--- config.mk ---
export PLATFORM = sky130hd
export DESIGN_NAME = seq_restoring_divider
export DESIGN_NICKNAME = d
export VERILOG_FILES = /design/src/rtl/div_pkg.sv /design/src/rtl/div_step.sv /design/src/rtl/seq_restoring_divider.sv
export SDC_FILE = /design/constraint.sdc
export NUM_CORES = 1
export LEC_CHECK = 0
export CAP_MARGIN = 20
export CORE_AREA = 2 2 138 140
export DETAILED_ROUTE_END_ITERATION = 6
export DIE_AREA = 0 0 140 142
export DONT_BUFFER_PORTS = 1
export GPL_ROUTABILITY_DRIVEN = 1
export GPL_TIMING_DRIVEN = 1
export PLACE_DENSITY_LB_ADDON = 0.3
export RECOVER_POWER = 50
export SETUP_SLACK_MARGIN = 0.15
export SLEW_MARGIN = 20
export SYNTH_ARGS = -nofsm -noshare
export SYNTH_HDL_FRONTEND = slang
export SYNTH_HIERARCHICAL = 1
export SYNTH_SLANG_ARGS = --single-unit
--- constraint.sdc ---
create_clock -name clk -period 12.4 [get_ports clk]
set_input_delay 3.72 -clock clk [delete_from_list [all_inputs] [get_ports clk]]
set_output_delay 3.72 -clock clk [all_outputs]
set_load 0.01 [all_outputs]
--- src/rtl/div_pkg.sv ---
// Shared types and sizing helpers for the sequential restoring divider.
//   div_state_t   : controller states (IDLE, RUN, DONE)
//   div_qw        : quotient width = WIDTH + EXTRA
//   div_cnt_width : width of the RUN step counter, $clog2(QW/SPC + 1)
package div_pkg;

    typedef enum logic [1:0] {
        IDLE = 2'd0,
        RUN  = 2'd1,
        DONE = 2'd2
    } div_state_t;

    function automatic int div_qw(input int width, input int extra);
        return width + extra;
    endfunction

    function automatic int div_cnt_width(input int qw, input int spc);
        return $clog2(qw / spc + 1);
    endfunction

endpackage

--- src/rtl/div_step.sv ---
// One combinational restoring-division step.
// Ports:
//   a_i       [WIDTH:0]   partial remainder entering the step
//   bit_i                 next dividend bit shifted into the remainder
//   divisor_i [WIDTH-1:0] divisor
//   a_o       [WIDTH:0]   partial remainder leaving the step
//   q_o                   quotient bit produced by this step
module div_step #(
    parameter int WIDTH = 24
) (
    input  logic [WIDTH:0]   a_i,
    input  logic             bit_i,
    input  logic [WIDTH-1:0] divisor_i,
    output logic [WIDTH:0]   a_o,
    output logic             q_o
);

    logic [WIDTH:0] a_shift;
    logic [WIDTH:0] trial;
    // The incoming remainder is always below the divisor, so its MSB is
    // never needed: the shifted value still fits in WIDTH+1 bits.
    logic           unused_a_msb;

    assign unused_a_msb = a_i[WIDTH];
    assign a_shift      = {a_i[WIDTH-1:0], bit_i};
    assign trial        = a_shift - {1'b0, divisor_i};

    // A set sign bit means the trial subtraction went negative: restore.
    assign q_o = ~trial[WIDTH];
    assign a_o = trial[WIDTH] ? a_shift : trial;

endmodule

--- src/rtl/seq_restoring_divider.sv ---
// Multi-cycle restoring divider for unsigned mantissas with valid/ready
// handshakes on both sides, divide-by-zero detection and a sticky flag.
// Ports:
//   clk, rst              clock, synchronous active-high reset
//   in_valid / in_ready   operand handshake
//   dividend, divisor     unsigned operands, WIDTH bits
//   out_valid / out_ready result handshake
//   quotient  [QW-1:0]    floor((dividend << EXTRA) / divisor)
//   remainder [WIDTH-1:0] (dividend << EXTRA) mod divisor
//   sticky                remainder is non-zero
//   dbz                   divisor was zero (quotient forced to all ones)
module seq_restoring_divider
    import div_pkg::*;
#(
    parameter int WIDTH = 24,
    parameter int EXTRA = 3,
    parameter int SPC   = 1
) (
    input  logic                            clk,
    input  logic                            rst,
    input  logic                            in_valid,
    output logic                            in_ready,
    input  logic [WIDTH-1:0]                dividend,
    input  logic [WIDTH-1:0]                divisor,
    output logic                            out_valid,
    input  logic                            out_ready,
    output logic [div_qw(WIDTH, EXTRA)-1:0] quotient,
    output logic [WIDTH-1:0]                remainder,
    output logic                            sticky,
    output logic                            dbz
);

    localparam int QW = div_qw(WIDTH, EXTRA);
    localparam int N  = QW / SPC;
    localparam int CW = div_cnt_width(QW, SPC);

    if ((QW % SPC) != 0) begin : g_spc_check
        $error("seq_restoring_divider: SPC must divide WIDTH+EXTRA");
    end

    div_state_t       state_q, state_d;
    logic [WIDTH:0]   a_q, a_d;
    logic [QW-1:0]    sh_q, sh_d;
    logic [QW-1:0]    qacc_q, qacc_d;
    logic [WIDTH-1:0] divisor_q, divisor_d;
    logic [CW-1:0]    cnt_q, cnt_d;
    logic [QW-1:0]    quotient_q, quotient_d;
    logic [WIDTH-1:0] remainder_q, remainder_d;
    logic             sticky_q, sticky_d;
    logic             dbz_q, dbz_d;
    logic             in_ready_q, in_ready_d;
    logic             out_valid_q, out_valid_d;

    // Chain of SPC restoring steps; step 0 consumes the dividend MSB and
    // yields the most significant of this cycle's quotient bits.
    logic [SPC-1:0]    qbits;
    logic [WIDTH:0]    a_last;
    logic [QW+SPC-1:0] q_cat;
    logic [QW-1:0]     q_next;

    for (genvar gi = 0; gi < SPC; gi++) begin : g_step
        logic [WIDTH:0] a_in;
        logic [WIDTH:0] a_out;

        if (gi == 0) begin : g_first
            assign a_in = a_q;
        end else begin : g_chain
            assign a_in = g_step[gi-1].a_out;
        end

        div_step #(
            .WIDTH(WIDTH)
        ) u_step (
            .a_i      (a_in),
            .bit_i    (sh_q[QW-1-gi]),
            .divisor_i(divisor_q),
            .a_o      (a_out),
            .q_o      (qbits[SPC-1-gi])
        );
    end

    assign a_last = g_step[SPC-1].a_out;
    // Concatenate then truncate so that SPC == QW is also well formed.
    assign q_cat  = {qacc_q, qbits};
    assign q_next = q_cat[QW-1:0];

    always_comb begin
        state_d     = state_q;
        a_d         = a_q;
        sh_d        = sh_q;
        qacc_d      = qacc_q;
        divisor_d   = divisor_q;
        cnt_d       = cnt_q;
        quotient_d  = quotient_q;
        remainder_d = remainder_q;
        sticky_d    = sticky_q;
        dbz_d       = dbz_q;

        case (state_q)
            IDLE: begin
                if (in_valid) begin
                    divisor_d = divisor;
                    if (divisor == '0) begin
                        state_d     = DONE;
                        quotient_d  = '1;
                        remainder_d = '0;
                        sticky_d    = 1'b0;
                        dbz_d       = 1'b1;
                    end else begin
                        state_d = RUN;
                        a_d     = '0;
                        sh_d    = QW'(dividend) << EXTRA;
                        qacc_d  = '0;
                        cnt_d   = '0;
                    end
                end
            end
            RUN: begin
                a_d    = a_last;
                sh_d   = sh_q << SPC;
                qacc_d = q_next;
                cnt_d  = cnt_q + CW'(1);
                if (cnt_q == CW'(N - 1)) begin
                    state_d     = DONE;
                    quotient_d  = q_next;
                    remainder_d = a_last[WIDTH-1:0];
                    sticky_d    = |a_last[WIDTH-1:0];
                    dbz_d       = 1'b0;
                end
            end
            DONE: begin
                if (out_ready) begin
                    state_d = IDLE;
                end
            end
            default: begin
                state_d = IDLE;
            end
        endcase

        // Handshake flags are registered copies of the upcoming state.
        in_ready_d  = (state_d == IDLE);
        out_valid_d = (state_d == DONE);
    end

    always_ff @(posedge clk) begin
        if (rst) begin
            state_q     <= IDLE;
            a_q         <= '0;
            sh_q        <= '0;
            qacc_q      <= '0;
            divisor_q   <= '0;
            cnt_q       <= '0;
            quotient_q  <= '0;
            remainder_q <= '0;
            sticky_q    <= 1'b0;
            dbz_q       <= 1'b0;
            in_ready_q  <= 1'b1;
            out_valid_q <= 1'b0;
        end else begin
            state_q     <= state_d;
            a_q         <= a_d;
            sh_q        <= sh_d;
            qacc_q      <= qacc_d;
            divisor_q   <= divisor_d;
            cnt_q       <= cnt_d;
            quotient_q  <= quotient_d;
            remainder_q <= remainder_d;
            sticky_q    <= sticky_d;
            dbz_q       <= dbz_d;
            in_ready_q  <= in_ready_d;
            out_valid_q <= out_valid_d;
        end
    end

    assign in_ready  = in_ready_q;
    assign out_valid = out_valid_q;
    assign quotient  = quotient_q;
    assign remainder = remainder_q;
    assign sticky    = sticky_q;
    assign dbz       = dbz_q;

endmodule

==> out/results.ini <==
[critical_path]
cpPeakStageDelay_ps = 2070
crit_fanout = 35
worstSetupStartpointType = input pin
cp-end-kind = register
crit_type = input pin to register
path_buf_inv = 1
crit_arrival_ps = 7790
crit_required_ps = 12770
cp_top_family = compound AO/OA/AOI/OAI gates
path_common_cell = o21ai_0
cp_slowest_cell = o21ai_0
path_cells = nor4_1, nand4_1, o21ai_0, buf_4, o21ai_0, a21oi_1

[finish]
fin_util_pct = 47.4
area_delta_synth_final_pct = 7.53
diodes = 0
multi_input_area_mm2 = 0.00441
nNetsFinal = 985
fillers = 1777
drive_above_1_share_pct = 10.5
regArea_mm2 = 0.00320

[grt]
grt_max_degree = 157
grt_pass1_wl_um = 33700
antenna_found_initial = 0
grt_pass1_vias = 6218
grt_util_all_layers_pct = 21.1
overflow = 0

[placement]
place_congestion = 0.885
hpwlAfterDp_um = 13400
port_buffers = 0

[floorplanning]
die_w_um = 140
start_util_pct = 44.1
rows = 50
die-area_mm2 = 0.0199
dieHeight_um = 142
ios = 107
coreArea_mm2 = 0.0185

[clock_tree]
clk_pin_slew_ps = 70
hold_buffers = 0
cts_buffers = 17
insertion_delay_ps = 440
cts.sinks = 160
cts_buffer_depth = 2
cts_root_buf = clkbuf_16
htreeDepth = 4
cts_tree = built
cts_setup_buffers = 0
cts_resized = 0

[routing]
drt_iter0_markers = 647
ant_nets = 0
vias = 6772
wl_per_cell_um = 18.2
wirelength_um = 20900
via_per_inst = 5.88
drtPass1Iterations = 7
drc = 0

[sta]
max_slew_margin_pct = -76.5
tns_ps = 0
tightestPinTransition_ps = 2620
skew_ps = 10.7
fin_crit_ps = 7420
rsz0062_at_grt = false
timing.fmax_mhz = 135
finalMaxSlewViolations = 69
setup_viol = 0
finalCritPeriodShare_pct = 59.8
final_hold_viol_count = 0

[status]
violations = capacitance limit, slew limit
outcome = finished, violations left

[logic_synthesis]
syn_inst = 960
syn_area_mm2 = 0.00814
syn-num-nets = 1040
yosys_warnings = 6
synth.avg_cell_area_um2 = 8.48

[hold_path]
hold_class = register to register

[power]
ir_worst_vdd_uv = 273
cellLeakagePower_nw = 3.43
powerDensity_mw_per_mm2 = 302

[run]
drv_cap = 2

## metrics by stage
stage	instance area, um2	std cells	worst slack, ps	hold WS [ps]	power [mW]
after floorplan	8140	960	7320	436	1.70
after global placement	8120	1119	5800	438	2.05
after detailed placement	8120	1119	5760	443	2.04
after CTS	8770	1151	6190	452	2.64
after global routing	8750	1152	4770	470	2.83
final	8750	1152	4980	453	2.65
## worst min-delay path: stages, from the launching register on
cell	delay [ps]
dfxtp_1	310
nand2_1	50
a21oi_1	50
## per-layer routing
metal	wire length [um]	part of all wire [%]	GRT usage [%]
met1	9820	47	28.7
met2	9190	44	31.7
met3	1470	7.0	6.49
met4	435	2.1	7.71
met5	0	0	0
## power breakdown
| group | switching (mW) | total (mW) | internal (mW) |
|---|---|---|---|
| registers | 0.0332 | 0.592 | 0.558 |
| clock network | 0.234 | 0.580 | 0.345 |
| logic | 0.896 | 1.47 | 0.579 |
## placed cells by master (no fill, tap or decap), drive strengths merged, types with 3 or more instances in the layout
cell type  instances
and3               4
o21ai             18
mux2              13
and2               3
nor3              33
inv               43
nor2             129
nor4b             24
a311oi            24
xor2               6
o311ai             3
nand2b             4
nand2            128
a41oi              3
o31a               3
xnor2             10
a221oi             3
nor2b              3
nand4              6
clkinv             3
a21o               5
nor4              14
buf                8
a211oi            31
o211ai             7
nand3             11
clkbuf            20
o31ai              4
ha                27
bufinv             4
dfxtp            160
a21oi             56
a41o              25
o21a               3
a22oi             50
## final timing paths
kind                             startpoint                         to  slack [ps]  cells past startpoint
setup / recovery                divisor[23]      cnt_q[3]$_SDFFE_PP0P_        4980                      6
hold / removal    divisor_q[2]$_SDFFE_PP0P_  divisor_q[2]$_SDFFE_PP0P_         450                      2
setup reg to reg      sh_q[26]$_SDFFE_PP0P_        sticky$_SDFFE_PP0P_        7570                     20
hold reg to reg   divisor_q[2]$_SDFFE_PP0P_  divisor_q[2]$_SDFFE_PP0P_         450                      2
## registers in the layout, indices dropped and copies added (netlist names)
name and flops:
dbz 1, sh_q 24, in_ready 1, remainder 24
a_q 24, qacc_q 26, sticky 1, state_q 2
cnt_q 5, out_valid 1, quotient 27, divisor_q 24
## layout make-up
class	instances	share of cell area (%)
Sequential cell	160	36.6
Timing Repair Buffer	10	0.772
Inverter	36	1.54
Clock buffer	18	4.90
Multi-Input combinational cell	680	50.3
Clock inverter	14	2.52
Tap cell	234	3.34
(Power assumes the default switching activity.)
